### src/rtl/guitar_pkg.sv
// Shared types and default geometry for the falling-note scheduler.
package guitar_pkg;

  typedef enum logic [2:0] {
    IDLE,
    WAIT,
    MOVE,
    FETCH,
    READ,
    SPAWN,
    DRAIN
  } state_t;

  localparam int unsigned DEF_LANES    = 4;
  localparam int unsigned DEF_SLOTS    = 3;
  localparam int unsigned DEF_SCREEN_H = 480;
  localparam int unsigned DEF_NOTE_H   = 50;
  localparam int unsigned DEF_HIT_Y    = 350;
  localparam int unsigned DEF_HIT_H    = 20;

  localparam int unsigned Y_W    = 10;
  localparam int unsigned YX_W   = Y_W + 1;
  localparam int unsigned ADDR_W = 6;

endpackage

### src/rtl/lane_slot_bank.sv
// One lane's note slots: move/retire, spawn into lowest free slot, hit-line overlap.
module lane_slot_bank
  import guitar_pkg::*;
#(
  parameter int unsigned SLOTS    = DEF_SLOTS,
  parameter int unsigned SCREEN_H = DEF_SCREEN_H,
  parameter int unsigned NOTE_H   = DEF_NOTE_H,
  parameter int unsigned HIT_Y    = DEF_HIT_Y,
  parameter int unsigned HIT_H    = DEF_HIT_H,
  parameter int unsigned SPEED    = 1
) (
  input  logic                  clk,
  input  logic                  reset,
  input  logic                  move,
  input  logic                  spawn,
  output logic [SLOTS*Y_W-1:0]  slot_y,
  output logic [SLOTS-1:0]      slot_valid,
  output logic [SLOTS-1:0]      survive,
  output logic                  hit,
  output logic                  dropped
);

  localparam logic [YX_W-1:0] SPEED_X   = YX_W'(SPEED);
  localparam logic [YX_W-1:0] SCREEN_X  = YX_W'(SCREEN_H);
  localparam logic [YX_W-1:0] NOTE_X    = YX_W'(NOTE_H);
  localparam logic [YX_W-1:0] HIT_TOP_X = YX_W'(HIT_Y);
  localparam logic [YX_W-1:0] HIT_END_X = YX_W'(HIT_Y + HIT_H);

  logic [Y_W-1:0]  y_q    [SLOTS];
  logic [YX_W-1:0] y_next [SLOTS];
  logic [SLOTS-1:0] valid_q;
  logic [SLOTS-1:0] free_sel;
  logic             taken;
  logic             hit_d;

  // Sums are 11 bits wide so a note near the bottom cannot wrap past the retire line.
  always_comb begin
    for (int unsigned i = 0; i < SLOTS; i++) begin
      y_next[i]  = {1'b0, y_q[i]} + SPEED_X;
      survive[i] = valid_q[i] && (y_next[i] < SCREEN_X);
    end
  end

  always_comb begin
    taken    = 1'b0;
    free_sel = '0;
    for (int unsigned i = 0; i < SLOTS; i++) begin
      if (!valid_q[i] && !taken) begin
        free_sel[i] = 1'b1;
        taken       = 1'b1;
      end
    end
  end

  always_comb begin
    hit_d = 1'b0;
    for (int unsigned i = 0; i < SLOTS; i++) begin
      if (valid_q[i] && (({1'b0, y_q[i]} + NOTE_X) > HIT_TOP_X) &&
          ({1'b0, y_q[i]} < HIT_END_X)) begin
        hit_d = 1'b1;
      end
    end
  end

  always_ff @(posedge clk) begin
    if (reset) begin
      valid_q <= '0;
      hit     <= 1'b0;
      dropped <= 1'b0;
      for (int unsigned i = 0; i < SLOTS; i++) begin
        y_q[i] <= '0;
      end
    end else begin
      hit     <= hit_d;
      dropped <= spawn && !taken;
      if (move) begin
        for (int unsigned i = 0; i < SLOTS; i++) begin
          if (valid_q[i]) begin
            if (survive[i]) begin
              y_q[i] <= y_next[i][Y_W-1:0];
            end else begin
              valid_q[i] <= 1'b0;
              y_q[i]     <= '0;
            end
          end
        end
      end else if (spawn) begin
        for (int unsigned i = 0; i < SLOTS; i++) begin
          if (free_sel[i]) begin
            valid_q[i] <= 1'b1;
            y_q[i]     <= '0;
          end
        end
      end
    end
  end

  always_comb begin
    slot_y = '0;
    for (int unsigned i = 0; i < SLOTS; i++) begin
      slot_y[i*Y_W +: Y_W] = y_q[i];
    end
  end

  assign slot_valid = valid_q;

endmodule

### src/rtl/note_scheduler.sv
// Chart-driven note scheduler: advances falling notes each frame and spawns chart entries on the beat.
module note_scheduler
  import guitar_pkg::*;
#(
  parameter int unsigned LANES       = DEF_LANES,
  parameter int unsigned SLOTS       = DEF_SLOTS,
  parameter int unsigned SCREEN_H    = DEF_SCREEN_H,
  parameter int unsigned NOTE_H      = DEF_NOTE_H,
  parameter int unsigned HIT_Y       = DEF_HIT_Y,
  parameter int unsigned HIT_H       = DEF_HIT_H,
  parameter int unsigned SPEED       = 1,
  parameter int unsigned BEAT_FRAMES = 30,
  parameter int unsigned CHART_LEN   = 63
) (
  input  logic                         clk,
  input  logic                         reset,
  input  logic                         frame_tick,
  input  logic                         start,
  output logic [ADDR_W-1:0]            chart_addr,
  input  logic [LANES-1:0]             chart_data,
  output logic [LANES*SLOTS*Y_W-1:0]   slot_y,
  output logic [LANES*SLOTS-1:0]       slot_valid,
  output logic [LANES-1:0]             in_hit_window,
  output logic [LANES-1:0]             dropped,
  output logic                         busy,
  output logic                         done
);

  localparam int unsigned       BEAT_W    = 16;
  localparam logic [BEAT_W-1:0] BEAT_LAST = BEAT_W'(BEAT_FRAMES - 1);
  localparam logic [ADDR_W-1:0] ADDR_LAST = ADDR_W'(CHART_LEN - 1);

  state_t                   state_q, state_d;
  logic [BEAT_W-1:0]        beat_cnt;
  logic                     pending;
  logic                     exhausted;
  logic [LANES-1:0]         mask_q;
  logic [LANES-1:0]         spawn_lane;
  logic [LANES*SLOTS-1:0]   survive;
  logic                     any_left;
  logic                     tick_now;
  logic                     move;

  assign tick_now = frame_tick | pending;
  assign any_left = |survive;
  assign move     = (state_q == MOVE);
  assign busy     = (state_q != IDLE);

  always_comb begin
    spawn_lane = '0;
    if (state_q == SPAWN) begin
      spawn_lane = mask_q;
    end
  end

  for (genvar l = 0; l < LANES; l++) begin : g_lane
    lane_slot_bank #(
      .SLOTS    (SLOTS),
      .SCREEN_H (SCREEN_H),
      .NOTE_H   (NOTE_H),
      .HIT_Y    (HIT_Y),
      .HIT_H    (HIT_H),
      .SPEED    (SPEED)
    ) u_bank (
      .clk        (clk),
      .reset      (reset),
      .move       (move),
      .spawn      (spawn_lane[l]),
      .slot_y     (slot_y[l*SLOTS*Y_W +: SLOTS*Y_W]),
      .slot_valid (slot_valid[l*SLOTS +: SLOTS]),
      .survive    (survive[l*SLOTS +: SLOTS]),
      .hit        (in_hit_window[l]),
      .dropped    (dropped[l])
    );
  end

  // The end-of-playback test uses the post-move occupancy so done lines up with the final retire.
  always_comb begin
    state_d = state_q;
    case (state_q)
      IDLE:  if (start) state_d = WAIT;
      WAIT:  if (tick_now) state_d = MOVE;
      DRAIN: if (tick_now) state_d = MOVE;
      MOVE: begin
        if (exhausted) begin
          state_d = any_left ? DRAIN : IDLE;
        end else if (beat_cnt == BEAT_LAST) begin
          state_d = FETCH;
        end else begin
          state_d = WAIT;
        end
      end
      FETCH: state_d = READ;
      READ:  state_d = SPAWN;
      SPAWN: state_d = (chart_addr == ADDR_LAST) ? DRAIN : WAIT;
      default: state_d = IDLE;
    endcase
  end

  always_ff @(posedge clk) begin
    if (reset) begin
      state_q    <= IDLE;
      beat_cnt   <= '0;
      pending    <= 1'b0;
      exhausted  <= 1'b0;
      mask_q     <= '0;
      chart_addr <= '0;
      done       <= 1'b0;
    end else begin
      state_q <= state_d;
      done    <= move && exhausted && !any_left;

      if ((state_q == WAIT) || (state_q == DRAIN)) begin
        pending <= 1'b0;
      end else if (frame_tick) begin
        pending <= 1'b1;
      end

      case (state_q)
        IDLE: begin
          if (start) begin
            chart_addr <= '0;
            beat_cnt   <= '0;
            exhausted  <= 1'b0;
          end
        end
        MOVE: begin
          if (!exhausted && (beat_cnt == BEAT_LAST)) begin
            beat_cnt <= '0;
          end else begin
            beat_cnt <= beat_cnt + 1'b1;
          end
        end
        READ: mask_q <= chart_data;
        SPAWN: begin
          chart_addr <= chart_addr + 1'b1;
          if (chart_addr == ADDR_LAST) begin
            exhausted <= 1'b1;
          end
        end
        default: ;
      endcase
    end
  end

endmodule

### config.mk
export PLATFORM = sky130hd
export DESIGN_NAME = note_scheduler
export DESIGN_NICKNAME = d
export VERILOG_FILES = /design/src/rtl/guitar_pkg.sv /design/src/rtl/lane_slot_bank.sv /design/src/rtl/note_scheduler.sv
export SDC_FILE = /design/constraint.sdc
export NUM_CORES = 1
export LEC_CHECK = 0
export CAP_MARGIN = 20
export CORE_ASPECT_RATIO = 0.9
export CORE_MARGIN = 5
export CORE_UTILIZATION = 50
export DETAILED_ROUTE_END_ITERATION = 10
export PLACE_DENSITY = 0.78
export SKIP_LAST_GASP = 1
export SYNTH_ARGS = -nofsm -noshare
export SYNTH_HDL_FRONTEND = slang
export SYNTH_SLANG_ARGS = --single-unit
### constraint.sdc
create_clock -name clk -period 2.55 [get_ports clk]
set_input_delay 0.255 -clock clk [delete_from_list [all_inputs] [get_ports clk]]
set_output_delay 0.255 -clock clk [all_outputs]
set_load 0.005 [all_outputs]
==> key figures, run 1 <==
STA
  • Hold Worst Slack: 0.2558 ns
  • Final hold violations: 0
  • Max frequency: 414.8 MHz
  • Tmin final: 2.411 ns
  • RSZ-0062 raised after global routing: yes
  • Worst slew pin tran: 0.7742 ns
  • Final setup vio count: 0
  • Setup ws final: approximately 0.14 ns
  • Slew headroom: 0.4816
  • Slew Limit Fails: 0
  • Final worst path period share: 0.9454
  • Worst Clk Skew: roughly 0.011 ns

Setup path
  • Crit. Startpoint: g_lane[2].u_bank.y_q[0][20]$_SDFFE_PP0P_
  • Crit-path most repeated cell: buf_4
  • Worst setup EP type: flop
  • Worst R2R Start: g_lane[2].u_bank.y_q[0][20]$_SDFFE_PP0P_
  • Worst Path Required: 2.86 ns
  • Crit path max fanout: 5
  • Largest stage delay, worst path: between 0.4 and 0.5 ns
  • Slowest CP cell: dfxtp_1
  • Crit start category: flop
  • Worst path cell trace: ha_1 -> nand3_2 -> o32a_1 -> o22a_2 -> a311oi_2 -> buf_4 -> nor3_1 -> buf_4 -> a221o_1
  • Crit path DAT: ~2.7 ns
  • Critical path class: reg -> reg

Synthesis
  • Cell with the most instances after synthesis: dfxtp_1
  • EDFF count, synth: 0
  • Commonest cells post-synth: dfxtp_1 (172), nor2_1 (152), nand2_1 (130), a21oi_1 (90), nand3_1 (83)
  • Syn nets: 1,338
  • Distinct cell type count of the synthesized netlist: between 90 and 100
  • Mean post-synth cell area: 7.737 um^2
  • Yosys warning count: 0
  • Post-synthesis sequential area ratio: 0.3405
  • Synth area leader: dfxtp_1
  • Cells after synthesis: 1,307
  • Synth Register Bits: 172
  • Synth area leaders: dfxtp_1 (34%), nor2_1 (5.6%), nand2_1 (4.8%)
  • Synthesized area: 0.01011 mm^2
  • Ys async rst share: 0
  • Ys flop type: dfxtp_1
  • Share of Yosys cell area claimed by the top area cell type: 0.3405

Cells and area
  • # fillers: ~1,700
  • Area Overhead vs Synth: 28.51%
  • Layout cell share with drive strength beyond 1: 0.1126
  • Layout Utilization: 0.6522
  • Layout Nets: 1,528
  • Finished Cell Area: 0.01300 mm^2
  • Diodes inserted: 0

GRT
  • Initial antenna violation count: 0
  • GRT Total Usage: 0.2452
  • First-pass GRT wire length: 48,750 um
  • Gr ovfl total: 0
  • Vias in the first global route: 9,853
  • Gr busiest metal: met2
  • M3 GR Usage: 0.04084
  • Largest net degree at the start of global routing: 48
  • Met2 track demand over resource: 0.4019
  • Grt met1 use: 0.3314

Floorplanning
  • Core Region: 0.01993 mm^2
  • DIE AREA: 0.02317 mm^2
  • Rows: 49
  • Boundary Pins: 156
  • Initial core utilization: 0.5075
  • Die height: 144.9 um
  • Die W: 159.9 um

Detailed routing
  • DRC Markers: 0
  • Antenna Violating Nets Remaining: 0
  • Via density per instance: 6.113
  • Final WL: just under 30,000 um
  • 1st-pass router iterations: 6
  • Initial DRC Count: 781
  • Drt wl/cell: approximately 17 um
  • Vias post-DR: 10,790

Power and ir drop
  • Leak: 4.599 nW
  • Maximum vdd drop: 458.0 uV
  • P per Cell Area: roughly 430 mW/mm^2
  • Total power: 5.626 mW

Placed design
  • Post-placement cell area: 0.01235 mm^2
  • Setup WS pre-CTS: -0.04429 ns
  • Port bufs: 155
  • Detail Placement HPWL: between 20,000 and 25,000 um
  • Routability cong.: 0.9387

Status
  • Status: finished, final reports clean

Clock tree
  • Clk pin slew, worst setup/hold paths: 0.06 ns
  • CTS Sinks: 172
  • H-tree levels: 4
  • Longest Clk Path Bufs: 2
  • Worst-Skew Late Latency: approximately 0.43 ns
  • CTS buffer count: 17
  • CTS root buffer: clkbuf_16
  • CTS tree: yes

Job
  • Max Cap Viol: 0

Min path
  • Hold Startpoint: reset
  • Worst min path class: in -> reg
==> critical path: cells and delay by family, from the launching register on <==
kind,cells,cell delay (ns)
AND/OR/NAND/NOR,2,0.13
flip-flops,1,0.43
adder cells (fa/ha/maj),1,0.22
buffers and inverters,2,0.33
AO/OA/AOI/OAI,4,1.19
==> what timing repair did <==
| action | 4_1_cts | 5_1_grt |
|---|---|---|
| endpoints found under the setup margin | 3 | 31 |
| buffers inserted | 0 | 1 |
| hold buffers | 0 | 0 |
| resized for setup | 1 | 13 |
| gates cloned | 0 | 0 |
| pin swaps | 0 | 3 |
==> cell usage in the layout (no fill, tap or decap), drive strengths merged, types with 10 or more instances in the layout <==
master	Yosys	final
a311oi	15	15
dfxtp	172	172
a21oi	90	90
xnor2	14	14
nor2b	12	12
nor4b	11	11
and2	15	15
a211oi	10	10
nand4	39	39
ha	23	23
buf	31	90
nor2	152	152
a31oi	17	17
nand2b	10	10
clkdlybuf4s50	0	154
o21ai	76	76
o211ai	13	13
clkbuf	42	22
nor4	12	12
xor2	29	29
or3	18	18
inv	36	38
nor3	45	45
nand3	86	86
nand2	131	131
and3	26	26
==> cells by family (layout without fill, tap and decap cells) <==
group                      Yosys count  after routing  synth area share
and+or+nand+nor                    608            608            0.3090
AOI/OAI and AO/OA                  336            336            0.2204
DFF                                172            172            0.3405
buffers and inverters              109            312           0.04702
xor gates and xnor gates            43             43           0.03724
adders and majority gates           23             23           0.02846
muxes                               16             16           0.01745
==> area by class of cell <==
cell class | count | area (um^2) | area share
repair buffers | 244 | 2237 | 0.1722
inverters | 36 | 135.1 | 0.01040
clock inverters | 10 | 112.6 | 0.008665
well taps | 255 | 319.1 | 0.02455
flip-flops and latches | 172 | 3452 | 0.2656
clock buffers | 22 | 474.2 | 0.03649
multi-input cells | 1026 | 6265 | 0.4821
==> through the flow <==
stage,TNS (ns),std cells
after floorplan,0,1307
after global placement,0,1731
after detailed placement,-0.06846,1731
after CTS,0,1763
after global routing,-0.02429,1765
final,0,1765
==> power breakdown <==
part | total, mW | switching, mW | leakage [nW] | internal (mW)
sequential | 2.72 | 0.0247 | 1.39 | 2.70
clock | 2.62 | 1.10 | 0.283 | 1.52
combinational | 0.286 | 0.186 | 2.93 | 0.100
==> metal layers <==
layer / up-vias / routed length, um
li1: 5218 / -
met1: 5095 / 13330
met2: 416 / 13670
met3: 61 / 2045
met4: 0 / 648
met5: - / 0
==> flip-flops by register name, indices dropped and copies added (netlist names) <==
name                      count
beat_cnt                     16
chart_addr                    6
done                          1
exhausted                     1
g_lane.u_bank.dropped         4
g_lane.u_bank.hit             4
g_lane.u_bank.slot_valid     12
g_lane.u_bank.y_q           120
mask_q                        4
pending                       1
state_q                       3
==> worst paths after layout <==
check / to / slack (ns) / cells after the start
worst max-delay path: g_lane[2].u_bank.y_q[0][2]$_SDFFE_PP0P_ / 0.14 / 9
worst min-delay path: g_lane[2].u_bank.slot_valid[0]$_SDFFE_PP0P_ / 0.26 / 2
worst max register to register: g_lane[2].u_bank.y_q[0][2]$_SDFFE_PP0P_ / 0.14 / 9
worst min register to register: g_lane[0].u_bank.y_q[0][9]$_SDFFE_PP0P_ / 0.49 / 2
Note: power is estimated with default switching activity, not from simulation.
==> inputs of run 2 (changes only) <==
HOLD_SLACK_MARGIN = 0.08   (was unset)
RECOVER_POWER = 100   (was unset)
==> run 2 against run 1 <==
Sequential power hardly changed. Core utilization hardly changed. Via count is 0.24% lower. Global-route usage stayed put. Clock power hardly changed. Clock skew is 0.00082 ns higher. First-iteration DRC count is 6.3% higher. Setup slack worse by 0.043 ns. Power hardly changed. Combinational power hardly changed. Non-clock buffer count stayed put. Largest cell class unchanged.
==> key figures, run 2 (synthesis results as in run 1) <==
Power and ir drop
  • Leak: 4.739 nW (was 4.599 nW)
  • Gate power share: 0.051 (about the same)
  • P per Cell Area: 432.8 mW/mm^2 (was 432.9 mW/mm^2)
  • P_int: 4.316 mW (was 4.318 mW)
  • Switching portion of total power: 0.2323 (was 0.2325)
  • Maximum vdd drop: 463.0 uV (was 458.0 uV)
  • Switch Pwr: 1.306 mW (was 1.308 mW)
  • Proportion of power drawn by the clock network: 0.465 (about the same)
  • Flop pwr share: 0.484 (about the same)

Floorplanning
  • Die W: 159.9 um (unchanged)
  • Rows: 49 (unchanged)
  • Boundary Pins: 156 (unchanged)
  • DIE AREA: 0.02317 mm^2 (unchanged)
  • Core Region: 0.01993 mm^2 (unchanged)
  • Die height: 144.9 um (unchanged)
  • Initial core utilization: 0.5075 (unchanged)

STA
  • Max frequency: 407.5 MHz (was 414.8 MHz)
  • Final worst path period share: 0.9625 (was 0.9454)
  • Tmin final: 2.454 ns (was 2.411 ns)
  • Setup ws final: 0.09572 ns (was 0.1391 ns)
  • Final setup vio count: 0 (unchanged)
  • Worst Clk Skew: 0.01135 ns (was 0.01053 ns)
  • Hold Worst Slack: 0.2524 ns (was 0.2558 ns)
  • Final hold violations: 0 (unchanged)
  • Slew Limit Fails: 0 (unchanged)
  • Slew headroom: 0.4795 (was 0.4816)
  • RSZ-0062 raised after global routing: yes (unchanged)
  • Worst slew pin tran: 0.7774 ns (was 0.7742 ns)

Detailed routing
  • Met3 Routed Length: 1896 um (was 2045 um)
  • Via density per instance: 6.099 (was 6.113)
  • Top sig layer: met4 (unchanged)
  • Drt wl/cell: 16.79 um (was 16.83 um)
  • Initial DRC Count: 830 (was 781)
  • 1st-pass router iterations: 5 (was 6)
  • Routed metal-1 wire length: 13,440 um (was 13,330 um)
  • DRC Markers: 0 (unchanged)
  • WL met2: 13,710 um (was 13,670 um)
  • Antenna Violating Nets Remaining: 0 (unchanged)
  • Final WL: 29,640 um (was 29,700 um)
  • Vias post-DR: 10,760 (was 10,790)

Cells and area
  • Max FFs per register: 120 (unchanged)
  • Top reg by flops: g_lane.u_bank.y_q (unchanged)
  • Commonest cells after routing, fill and taps aside: dfxtp_1 (168), nor2_1 (150), nand2_1 (130), clkdlybuf4s50_1 (114), a21oi_1 (90) (was dfxtp_1 (167), clkdlybuf4s50_1 (154), nor2_1 (150), nand2_1 (130), a21oi_1 (90))
  • Most common cell after layout, fill and taps aside: dfxtp_1 (unchanged)
  • Diodes inserted: 0 (unchanged)
  • Layout Nets: 1,528 (unchanged)
  • Layout Utilization: 0.6519 (was 0.6522)
  • Area Overhead vs Synth: 28.46% (was 28.51%)
  • Layout cell share with drive strength beyond 1: 0.1113 (was 0.1126)

Setup path
  • R2R setup slack: 0.1 ns (was 0.14 ns)
  • Worst setup EP type: flop (unchanged)
  • Crit start category: flop (unchanged)
  • Worst Path Required: 2.85 ns (was 2.86 ns)
  • Worst R2R Start: g_lane[1].u_bank.y_q[0][20]$_SDFFE_PP0P_ (was g_lane[2].u_bank.y_q[0][20]$_SDFFE_PP0P_)
  • Crit path DAT: 2.76 ns (was 2.73 ns)
  • Critical path class: reg -> reg (unchanged)
  • Worst Reg2Reg Path Length in Cells: 8 (was 9)
  • Crit path max fanout: 6 (was 5)
  • Critical R2R Capture: state_q[1]$_SDFFE_PP0P_ (was g_lane[2].u_bank.y_q[0][2]$_SDFFE_PP0P_)

Clock tree
  • Hold Buf Count CTS: 0 (unchanged)
  • Longest Clk Path Bufs: 2 (unchanged)
  • Worst-Skew Late Latency: 0.44 ns (was 0.43 ns)
  • CTS buffer count: 17 (unchanged)
  • Clk pin slew, worst setup/hold paths: 0.07 ns (was 0.06 ns)
  • CTS tree: yes (unchanged)
  • H-tree levels: 4 (unchanged)
  • CTS Sinks: 172 (unchanged)
  • CTS root buffer: clkbuf_16 (unchanged)

GRT
  • GRT Total Usage: 0.2452 (unchanged)
  • First-pass GRT wire length: 48,750 um (unchanged)
  • Largest net degree at the start of global routing: 48 (unchanged)
  • Gr ovfl total: 0 (unchanged)
  • Vias in the first global route: 9,853 (unchanged)
  • Initial antenna violation count: 0 (unchanged)

Placed design
  • Routability cong.: 0.9387 (unchanged)
  • Port bufs: 155 (unchanged)
  • Setup WS pre-CTS: -0.04429 ns (unchanged)
  • Detail Placement HPWL: 21,600 um (unchanged)

Status
  • Status: finished, final reports clean (unchanged)

Job
  • Max Cap Viol: 0 (unchanged)

Min path
  • Hold worst-path end: mask_q[2]$_SDFFE_PP0P_ (was g_lane[2].u_bank.slot_valid[0]$_SDFFE_PP0P_)
  • Worst min path class: in -> reg (unchanged)
  • Hold path depth: 2 (unchanged)
  • Hold Startpoint: reset (unchanged)
-- run 2: layout make-up --
| cell class | instances | area, um^2 |
|---|---|---|
| Fill cell | 1723 | 6935 |
| Multi-Input combinational cell | 1026 | 6265 |
| Sequential cell | 172 | 3451 |
| Timing Repair Buffer | 244 | 2233 |
| Clock buffer | 22 | 474.2 |
| Tap cell | 255 | 319.1 |
| Inverter | 36 | 135.1 |
| Clock inverter | 10 | 112.6 |
-- run 2: how the worst max path moves through the flow --
stage	start	end	slack (ns)	cells after the start
floorplan	g_lane[2].u_bank.y_q[0][22]$_SDFFE_PP0P_	g_lane[2].u_bank.y_q[0][8]$_SDFFE_PP0P_	0.03	9
global placement	g_lane[2].u_bank.y_q[0][21]$_SDFFE_PP0P_	g_lane[2].u_bank.y_q[0][8]$_SDFFE_PP0P_	0.08	8
detailed placement	g_lane[2].u_bank.y_q[0][11]$_SDFFE_PP0P_	state_q[1]$_SDFFE_PP0P_	-0.04	8
CTS	g_lane[2].u_bank.y_q[0][11]$_SDFFE_PP0P_	state_q[1]$_SDFFE_PP0P_	0.007	8
global route	g_lane[0].u_bank.y_q[0][11]$_SDFFE_PP0P_	state_q[1]$_SDFFE_PP0P_	-0.02	9
finish	g_lane[1].u_bank.y_q[0][20]$_SDFFE_PP0P_	state_q[1]$_SDFFE_PP0P_	0.1	8
-- run 2: layer usage --
metal  global-route usage  vias up
met5                    0        -
met4              0.07957        0
met3              0.04084       55
met2               0.4019      405
met1               0.3314     5088
li1                     -     5216
-- run 2: power groups by stage --
stage / Sequential, mW / Clock, mW / Combinational (mW)
2_1_floorplan: 2.77 / 0 / 0.167
4_1_cts: 2.72 / 2.67 / 0.283
5_1_grt: 2.72 / 2.76 / 0.310
3_3_place_gp: 2.78 / 0 / 0.277
6_report: 2.72 / 2.61 / 0.285
3_5_place_dp: 2.78 / 0 / 0.281
-- run 2: critical path: stages (launching register included) --
cell       delay [ns]
dfxtp_1          0.37
ha_1             0.26
and4_1           0.26
a31oi_1          0.14
a31oi_1          0.13
o21ai_1          0.41
o2111ai_1        0.31
and4b_1          0.36
o22ai_1          0.08
-- run 2: what timing repair did --
action | CTS | global route
setup buffers | 0 | 1
setup endpoints to repair | 3 | 31
gates resized for setup | 1 | 13
pin swaps | 0 | 3
-- run 2: per-stage QoR --
stage | power, mW | cell area (um^2) | instances | TNS, ns
after floorplan | 2.939 | 10140 | 1307 | 0
after global placement | 3.058 | 12350 | 1731 | 0
after detailed placement | 3.063 | 12350 | 1731 | -0.06846
after CTS | 5.670 | 12940 | 1763 | 0
after global routing | 5.798 | 12990 | 1765 | -0.03357
final | 5.622 | 12990 | 1765 | 0
